File: src/rtl/cnn_pkg.sv
// Shared CNN core constants and the conv engine control-state encoding.
package cnn_pkg;

    localparam int DATA_W      = 8;
    localparam int ACC_W       = 21;
    localparam int KERNEL_TAPS = 9;

    typedef enum logic [2:0] {
        ST_IDLE,
        ST_LOAD,
        ST_CAPTURE,
        ST_RUN,
        ST_DRAIN
    } state_t;

endpackage

File: src/rtl/conv3x3_engine_mac_row3.sv
// One kernel row: three pixel x weight products (stage 1) and their signed row sum (stage 2).
module mac_row3 #(
    parameter int DATA_W = cnn_pkg::DATA_W,
    parameter int ACC_W  = cnn_pkg::ACC_W
) (
    input  logic                  clk,
    input  logic                  resetn,
    input  logic                  adv_i,
    input  logic                  valid_i,
    input  logic [3*DATA_W-1:0]   pix_i,
    input  logic [3*DATA_W-1:0]   wgt_i,
    output logic                  s1_valid_o,
    output logic                  s2_valid_o,
    output logic [ACC_W-1:0]      sum_o
);

    localparam int PROD_W = 2*DATA_W + 1;

    logic [2:0][PROD_W-1:0] prod_d, prod_q;
    logic [ACC_W-1:0]       sum_d, sum_q;
    logic                   s1_valid_q, s2_valid_q;

    // Operands are extended to the product width up front so the multiply is
    // exact modulo 2^PROD_W: pixel zero-extended, weight sign-extended.
    always_comb begin
        prod_d = '0;
        for (int unsigned i = 0; i < 3; i++) begin
            prod_d[i] = {{(PROD_W-DATA_W){1'b0}}, pix_i[i*DATA_W +: DATA_W]} *
                        {{(PROD_W-DATA_W){wgt_i[i*DATA_W+DATA_W-1]}}, wgt_i[i*DATA_W +: DATA_W]};
        end
    end

    always_comb begin
        sum_d = '0;
        for (int unsigned i = 0; i < 3; i++) begin
            sum_d = sum_d + {{(ACC_W-PROD_W){prod_q[i][PROD_W-1]}}, prod_q[i]};
        end
    end

    always_ff @(posedge clk) begin
        if (!resetn) begin
            s1_valid_q <= 1'b0;
            s2_valid_q <= 1'b0;
            prod_q     <= '0;
            sum_q      <= '0;
        end else if (adv_i) begin
            s1_valid_q <= valid_i;
            prod_q     <= prod_d;
            s2_valid_q <= s1_valid_q;
            sum_q      <= sum_d;
        end
    end

    assign s1_valid_o = s1_valid_q;
    assign s2_valid_o = s2_valid_q;
    assign sum_o      = sum_q;

endmodule

File: src/rtl/conv3x3_engine.sv
// 3x3 convolution engine: kernel load FSM, weight registers, final adder/ReLU stage and handshake.
module conv3x3_engine #(
    parameter int DATA_W  = cnn_pkg::DATA_W,
    parameter int ACC_W   = cnn_pkg::ACC_W,
    parameter int RELU_EN = 1
) (
    input  logic                  clk,
    input  logic                  resetn,
    input  logic                  kernel_full_i,
    output logic                  kernel_read_o,
    input  logic [DATA_W-1:0]     k0_i,
    input  logic [DATA_W-1:0]     k1_i,
    input  logic [DATA_W-1:0]     k2_i,
    input  logic [DATA_W-1:0]     k3_i,
    input  logic [DATA_W-1:0]     k4_i,
    input  logic [DATA_W-1:0]     k5_i,
    input  logic [DATA_W-1:0]     k6_i,
    input  logic [DATA_W-1:0]     k7_i,
    input  logic [DATA_W-1:0]     k8_i,
    input  logic                  reload_i,
    output logic                  weights_loaded_o,
    input  logic                  win_valid_i,
    output logic                  win_ready_o,
    input  logic [9*DATA_W-1:0]   win_data_i,
    output logic                  out_valid_o,
    input  logic                  out_ready_i,
    output logic [ACC_W-1:0]      out_data_o
);

    import cnn_pkg::*;

    state_t                                state_q;
    logic                                  kernel_read_q, loaded_q;
    logic [KERNEL_TAPS-1:0][DATA_W-1:0]    w_q, k_all;
    logic                                  adv, accept, pipe_empty;
    logic [2:0]                            s1_valid, s2_valid;
    logic [2:0][ACC_W-1:0]                 row_sum;
    logic [ACC_W-1:0]                      total, out_data_d, out_data_q;
    logic                                  out_valid_q;

    assign k_all       = {k8_i, k7_i, k6_i, k5_i, k4_i, k3_i, k2_i, k1_i, k0_i};
    assign adv         = ~out_valid_q | out_ready_i;
    // loaded_q is high exactly while in RUN
    assign win_ready_o = loaded_q & adv;
    assign accept      = win_valid_i & win_ready_o;
    assign pipe_empty  = ~(|s1_valid) & ~(|s2_valid) & ~out_valid_q;

    always_ff @(posedge clk) begin
        if (!resetn) begin
            state_q       <= ST_IDLE;
            kernel_read_q <= 1'b0;
            loaded_q      <= 1'b0;
        end else begin
            case (state_q)
                ST_IDLE: if (kernel_full_i) begin
                    state_q       <= ST_LOAD;
                    kernel_read_q <= 1'b1;
                end
                ST_LOAD: begin
                    state_q       <= ST_CAPTURE;
                    kernel_read_q <= 1'b0;
                end
                ST_CAPTURE: begin
                    state_q  <= ST_RUN;
                    loaded_q <= 1'b1;
                end
                ST_RUN: if (reload_i) begin
                    state_q  <= ST_DRAIN;
                    loaded_q <= 1'b0;
                end
                ST_DRAIN: if (pipe_empty) state_q <= ST_IDLE;
                default: begin
                    state_q       <= ST_IDLE;
                    kernel_read_q <= 1'b0;
                    loaded_q      <= 1'b0;
                end
            endcase
        end
    end

    always_ff @(posedge clk) begin
        if (!resetn)                    w_q <= '0;
        else if (state_q == ST_CAPTURE) w_q <= k_all;
    end

    for (genvar r = 0; r < 3; r++) begin : g_row
        mac_row3 #(.DATA_W(DATA_W), .ACC_W(ACC_W)) u_row (
            .clk        (clk),
            .resetn     (resetn),
            .adv_i      (adv),
            .valid_i    (accept),
            .pix_i      (win_data_i[r*3*DATA_W +: 3*DATA_W]),
            .wgt_i      (w_q[r*3 +: 3]),
            .s1_valid_o (s1_valid[r]),
            .s2_valid_o (s2_valid[r]),
            .sum_o      (row_sum[r])
        );
    end

    always_comb begin
        total      = row_sum[0] + row_sum[1] + row_sum[2];
        out_data_d = total;
        if ((RELU_EN != 0) && total[ACC_W-1]) out_data_d = '0;
    end

    always_ff @(posedge clk) begin
        if (!resetn) begin
            out_valid_q <= 1'b0;
            out_data_q  <= '0;
        end else if (adv) begin
            out_valid_q <= |s2_valid;
            if (|s2_valid) out_data_q <= out_data_d;
        end
    end

    assign kernel_read_o    = kernel_read_q;
    assign weights_loaded_o = loaded_q;
    assign out_valid_o      = out_valid_q;
    assign out_data_o       = out_data_q;

endmodule

File: config.mk
export PLATFORM = sky130hd
export DESIGN_NAME = conv3x3_engine
export DESIGN_NICKNAME = d
export VERILOG_FILES = /design/src/rtl/cnn_pkg.sv /design/src/rtl/conv3x3_engine_mac_row3.sv /design/src/rtl/conv3x3_engine.sv
export SDC_FILE = /design/constraint.sdc
export NUM_CORES = 2
export LEC_CHECK = 0
export CAP_MARGIN = 40
export CELL_PAD_IN_SITES_DETAIL_PLACEMENT = 1
export CELL_PAD_IN_SITES_GLOBAL_PLACEMENT = 1
export CORE_MARGIN = 5
export CORE_UTILIZATION = 30
export DETAILED_ROUTE_END_ITERATION = 12
export PLACE_DENSITY_LB_ADDON = 0.1
export SLEW_MARGIN = 20
export SYNTH_ARGS = -nofsm -noshare
export SYNTH_HDL_FRONTEND = slang
export SYNTH_HIERARCHICAL = 1
export SYNTH_SLANG_ARGS = --single-unit
File: constraint.sdc
create_clock -name clk -period 6.15 [get_ports clk]
set_input_delay 0.9225 -clock clk [delete_from_list [all_inputs] [get_ports clk]]
set_output_delay 0.9225 -clock clk [all_outputs]
set_load 0.01 [all_outputs]
# --- After elaboration in Yosys (flattened, before gate mapping) ---
# Index checks and enable logic that the tools add are counted.
word_totals:
  regBits: 317
  out_inout_bits: 25
classes:
  add_sub_neg: 8
  eq_ne: 7
  reduce_logical: 7
  mul: 9
  mux: 9
  bitwise: 10
ops:
  columns: ["cell", "count"]
  rows:
  - ["multiplier 9 x 8 -> 17 bit", 9]
  - ["adder 21 bit", 5]
  - ["adder 17 x 17 -> 18 bit", 3]
  - ["2-to-1 mux 20 bit", 1]
  - ["case mux 3 bit (5 select lines)", 1]
  - ["2-to-1 mux 3 bit", 3]
  - ["equality test 3 x 2 -> 1 bit (second input constant)", 2]
  - ["!= test 2 bit (second input constant)", 3]
  - ["AND reduction 2 bit", 3]
  - ["OR reduction 3 bit", 2]
  - ["inverter 1 bit", 5]
  - ["bitwise AND 1 bit", 4]
  - ["equality test 3 x 1 -> 1 bit (second input constant)", 1]
  - ["equality test 3 bit (second input constant)", 1]
  - ["logical NOT 3 bit", 1]
  - ["case mux 1 bit (3 select lines)", 1]
  - ["AND reduction 3 bit", 1]
  - ["2-to-1 mux 1 bit", 2]
  - ["case mux 1 bit (2 select lines)", 1]
  - ["bitwise OR 1 bit", 1]

# --- Depth between registers and ports, before layout ---
logic_depth:
  depth_word: 5
  ltp_mapped: 19

# --- By module ---
# Netlist, hierarchy kept.
modules_own_cells:
  columns: ["module", "cells_per_inst", "area_each_um2", "n_inst", "seq_area_each_um2"]
  rows:
  - ["mac_row3 at g_row[0].u_row", 1196, 10407.5, 1, 1441.4]
  - ["mac_row3 at g_row[1].u_row", 1145, 10257.3, 1, 1441.4]
  - ["mac_row3 at g_row[2].u_row", 1165, 10253.6, 1, 1441.4]
  - ["conv3x3_engine", 553, 4939.7, 1, 1961.9]

# --- Least setup slack after synthesis ---
# OpenSTA, ideal clock, no wires.
synth_path:
  path_type: "input to register"
  startpoint: "input win_data_i[8]"
  endpoint: "register g_row[0].u_row/prod_q[30] in the netlist's numbering"
  n_path_buf: 0
  slack_ps: 1172
  arrival_ps: 4861
  required_time_ps: 6033
  cell_stages: 14
  cell_sequence: "nand2b_1 fa_1 fa_1 inv_1 fa_1 inv_1 fa_1 inv_1 ha_1 a21o_1 a21oi_1 a211oi_1 or4_1 a32o_1"
synth_between:
  elab_chain_len: 1
synth_lines:
  columns: ["element", "line_no", "rtl"]
  rows:
  - ["start, declared", "conv3x3_engine.sv:24", "input logic [9*DATA_W-1:0] win_data_i,"]
  - ["multiplier 9 x 8 -> 17 bit", "conv3x3_engine_mac_row3.sv:28", "prod_d[i] = {{(PROD_W-DATA_W){1'b0}}, pix_i[i*DATA_W +: DATA_W]} *"]
  - ["end signal, assigned", "conv3x3_engine_mac_row3.sv:48", "prod_q <= prod_d;"]
  - ["end, declared", "conv3x3_engine_mac_row3.sv:19", "logic [2:0][PROD_W-1:0] prod_d, prod_q;"]
# Every way passes these cells.
# A chain may end at the register's enable or synchronous reset.

# --- Final worst setup path ---
layout_path:
  startpoint: "input win_data_i[10]"
  endpoint: "register g_row[0].u_row/prod_q[30] in the netlist's numbering"
# Same word-level chain as after synthesis.

==> flow_summary.yaml <==
global_routing:
  globalRouteOverflowTotal: 0
  grt_antenna_before_repair: 4
  grt_first_pass_wirelength_um: 172000
  pin_count_of_the_biggest_net_entering_global_routing: 68
  grtUsageTotal_pct: 16.9
  number_of_global_route_vias_before_repair: 30400
drt:
  postRouteWirelength_um: 105000
  drtPass1Iterations: 4
  1st_iter_drt_viols: 1002
  vias_per_cell: 4.78
  detail_route.drc_violations: 0
  detailroute.via_count: 27900
  average_wire_per_cell_in_the_routed_design_um: 18.0
  antenna_left: 0
yosys:
  seq_area_frac_synth_pct: 17.5
  syn_inst: 4059
  synthesized_netlist_net_count: 5074
  synth.cell_area_um2: 35900
  syn_area_per_cell_um2: 8.83
  synthesis.yosys.warnings: 6
  post_synth_num_cell_types: 97
  synth_top_flop_cell: "sky130_fd_sc_hd__dfxtp_1"
  register_bit_total_from_synthesis: 314
  synth-edff-count: 0
  ys_async_sr_fraction_pct: 0
worst_setup_path:
  r2r_start: "w_q[47]"
  cp_max_fo: 8
  worst_setup_path_start_kind: "input port"
  reg2reg_depth: 15
  cpPeakStageDelay_ns: 0.64
  worstSetupStartpoint: "win_data_i[10]"
  path_cells: "clkdlybuf4s50_1, nand2_1, fa_1, fa_1, inv_1, fa_1, inv_1, fa_1, inv_1, ha_1, a21o_1, a21oi_1, a211oi_1, or4_1, a32o_1"
  critical_path.most_common_cell: "sky130_fd_sc_hd__fa_1"
  crit_end: "g_row[0].u_row/prod_q[30]"
  critical-path-top-delay-family: "adder cells"
  arrival_ns: 5.66
  critical_path.n_buffers_inverters: 4
  r2r-end: "g_row[1].u_row/prod_q[46]"
  reg2reg_slack_ns: 1.34
  critPathKind: "input port to register"
  critical-path-slowest-cell: "sky130_fd_sc_hd__clkdlybuf4s50_1"
  worst_ep_required_time_ns: 6.65
  endpoint_kind: "register"
  crit_cells: 15
placed_design:
  area_after_dpl_um2: 39400
  place_ws_ns: 0.389
  post-dp-hpwl_um: 84800
  numPortBuffers: 173
  gpl.final_weighted_congestion: 0.773
power_and_ir_drop:
  powerDensity_nw_per_um2: 186
  vdd.ir_drop.worst_mv: 0.167
  leakage_power_total_nw: 20.1
  totalPowerFinal_mw: 7.65
die:
  core.rowCount: 126
  placeableCoreArea_um2: 118000
  die_x_extent_um: 356
  design.die.area_um2: 127000
  design.portCount: 175
  die_height_um: 356
  initial_cell_density_of_the_core_pct: 30.3
final_layout:
  synthToLayoutAreaGrowth_pct: 14.5
  finish.instance_area_um2: 41100
  finish.net_count: 5221
  post_route_cells_drive_above_1_share_pct: 3.51
sta:
  fin_crit_sh_pct: 83.8
  timing.final.crit_period_ns: 5.15
  maxClockFrequency_mhz: 194
  grt_setup_unrepaired: "no"
  clock_skew_ns: 0.0415
  timing.final.max_slew_violations: 0
  worst_slew_pin_slew_ns: 0.749
  finalWorstSetupSlack_ns: 0.996
  finalSetupViolCount: 0
  slew-limit-headroom_pct: 49.6
  hold_slack_ns: 0.460
  report.final.hold_viol_count: 0
  fin_tns_setup_ns: 0
hold_path:
  worst_hold_startpoint: "g_row[2].u_row/prod_q[17]"
  hold_path.class: "register to register"
cts:
  postCtsResizedCells: 0
  cts-root-buf: "sky130_fd_sc_hd__clkbuf_16"
  cts_htree_levels: 2
  post_cts_repair_setup_buffers: 0
  number_of_buffers_inserted_during_clock_tree_synthesis: 47
  clkSlewWorstSetupHoldPaths_ns: 0.05
  clock_tree_from_tritoncts: "yes"
  clkLatencyLatePin_ns: 0.63
  cts.sinks: 314
  cts.path.max_buffers: 3
  hold_buffers: 0
status:
  run_status: "finished clean"
flow_run:
  maxCapViolCount: 0
==> sequential cells by signal (all words and copies together), names as in the netlist <==
name / cells
kernel_read_o: 1
weights_loaded_o: 1
state_q: 3
out_valid_o: 1
g_row.u_row/prod_q: 153
g_row.u_row/sum_o: 57
out_data_o: 20
g_row.u_row/s2_valid_o: 3
w_q: 72
g_row.u_row/s1_valid_o: 3
==> layout by cell type (no fill, tap or decap), drive strengths merged, types with 19 or more instances in the layout <==
cell type and instances:
clkbuf 62, a21o 64, nand3 67, nand2 424, a211oi 51, a21oi 158, nor3 41, a22o 19
fa 408, a21boi 78, inv 555, nor2 272, xor2 38, o21ai 137, mux2i 83, o211ai 21
ha 457, buf 32, dfxtp 314, o21a 34, xnor2 62, clkdlybuf4s50 172, nand4 21, and2 366
nand2b 50, nor2b 32
==> cells in the mapped netlist (29+ instances only) <==
cell | n | area share [%]
sky130_fd_sc_hd__dfxtp_1 | 314 | 18
sky130_fd_sc_hd__inv_1 | 553 | 5.8
sky130_fd_sc_hd__o21a_1 | 33 | 0.69
sky130_fd_sc_hd__ha_1 | 457 | 16
sky130_fd_sc_hd__o21ai_0 | 111 | 1.5
sky130_fd_sc_hd__nand2_1 | 424 | 4.4
sky130_fd_sc_hd__a21oi_1 | 156 | 2.2
sky130_fd_sc_hd__nand2b_1 | 50 | 0.87
sky130_fd_sc_hd__and2_1 | 366 | 6.4
sky130_fd_sc_hd__nor2_1 | 272 | 2.8
sky130_fd_sc_hd__a21o_1 | 64 | 1.3
sky130_fd_sc_hd__nor3_1 | 41 | 0.57
sky130_fd_sc_hd__xor2_1 | 38 | 0.93
sky130_fd_sc_hd__a211oi_1 | 49 | 1.0
sky130_fd_sc_hd__a21boi_0 | 78 | 1.6
sky130_fd_sc_hd__clkbuf_1 | 73 | 0.76
sky130_fd_sc_hd__nand3_1 | 67 | 0.94
sky130_fd_sc_hd__xnor2_1 | 62 | 1.5
sky130_fd_sc_hd__fa_1 | 408 | 23
sky130_fd_sc_hd__nor2b_1 | 29 | 0.51
sky130_fd_sc_hd__mux2i_1 | 83 | 2.3
==> worst min-delay path: stages (launching register included) <==
cell	delay (ns)
sky130_fd_sc_hd__dfxtp_1	0.31
sky130_fd_sc_hd__nand2_1	0.06
sky130_fd_sc_hd__a21oi_1	0.05
==> power breakdown <==
group          internal (mW)  leakage, nW  switching, mW
Clock                   1.87        0.831           1.11
Combinational          0.941         16.7           1.28
Sequential              2.21         2.55          0.243
==> area by class of cell <==
cell class	count	area [µm²]
fillers	13800	77300
multi-input cells	3085	27000
flip-flops and latches	314	6290
inverters	554	2080
well taps	1600	2000
repair buffers	204	1990
clock buffers	62	1340
clock inverters	23	347
diodes	2	5.00
==> worst min path at each step <==
stage | to | slack, ns | depth (start not counted)
floorplan | g_row[2].u_row/prod_q[0] | 0.44 | 2
global placement | g_row[2].u_row/prod_q[17] | 0.45 | 2
detailed placement | g_row[2].u_row/prod_q[17] | 0.46 | 2
CTS | g_row[2].u_row/prod_q[17] | 0.46 | 2
global route | g_row[2].u_row/prod_q[17] | 0.48 | 2
finish | g_row[2].u_row/prod_q[17] | 0.46 | 2
==> cell families (layout without fill, tap and decap cells) <==
group | count (synthesis) | after routing | synth area share (%)
compound gates | 692 | 692 | 13.3
mux | 84 | 84 | 2.35
simple gates | 1343 | 1343 | 18.5
xor+xnor | 100 | 100 | 2.44
flops | 314 | 314 | 17.5
buf+inv | 660 | 843 | 7.22
fa+ha+maj | 865 | 865 | 38.7
other cells | 1 | 3 | 0.0105
==> per-layer routing <==
metal | track usage [%] | share of wire [%] | vias to the layer above
met5 | 0 | 0 | -
met4 | 2.39 | 1.2 | 0
met3 | 2.03 | 2.7 | 62
met2 | 28.2 | 46 | 239
met1 | 24.0 | 50 | 13900
li1 | - | - | 13700
==> metrics by stage <==
stage | utilization [%] | instances
floorplan | - | 4059
global placement | 33.2 | 5753
detailed placement | 33.2 | 5757
CTS | 34.7 | 5842
global route | 34.7 | 5842
finish | 34.7 | 5844
Note: power is estimated with default switching activity, not from simulation.
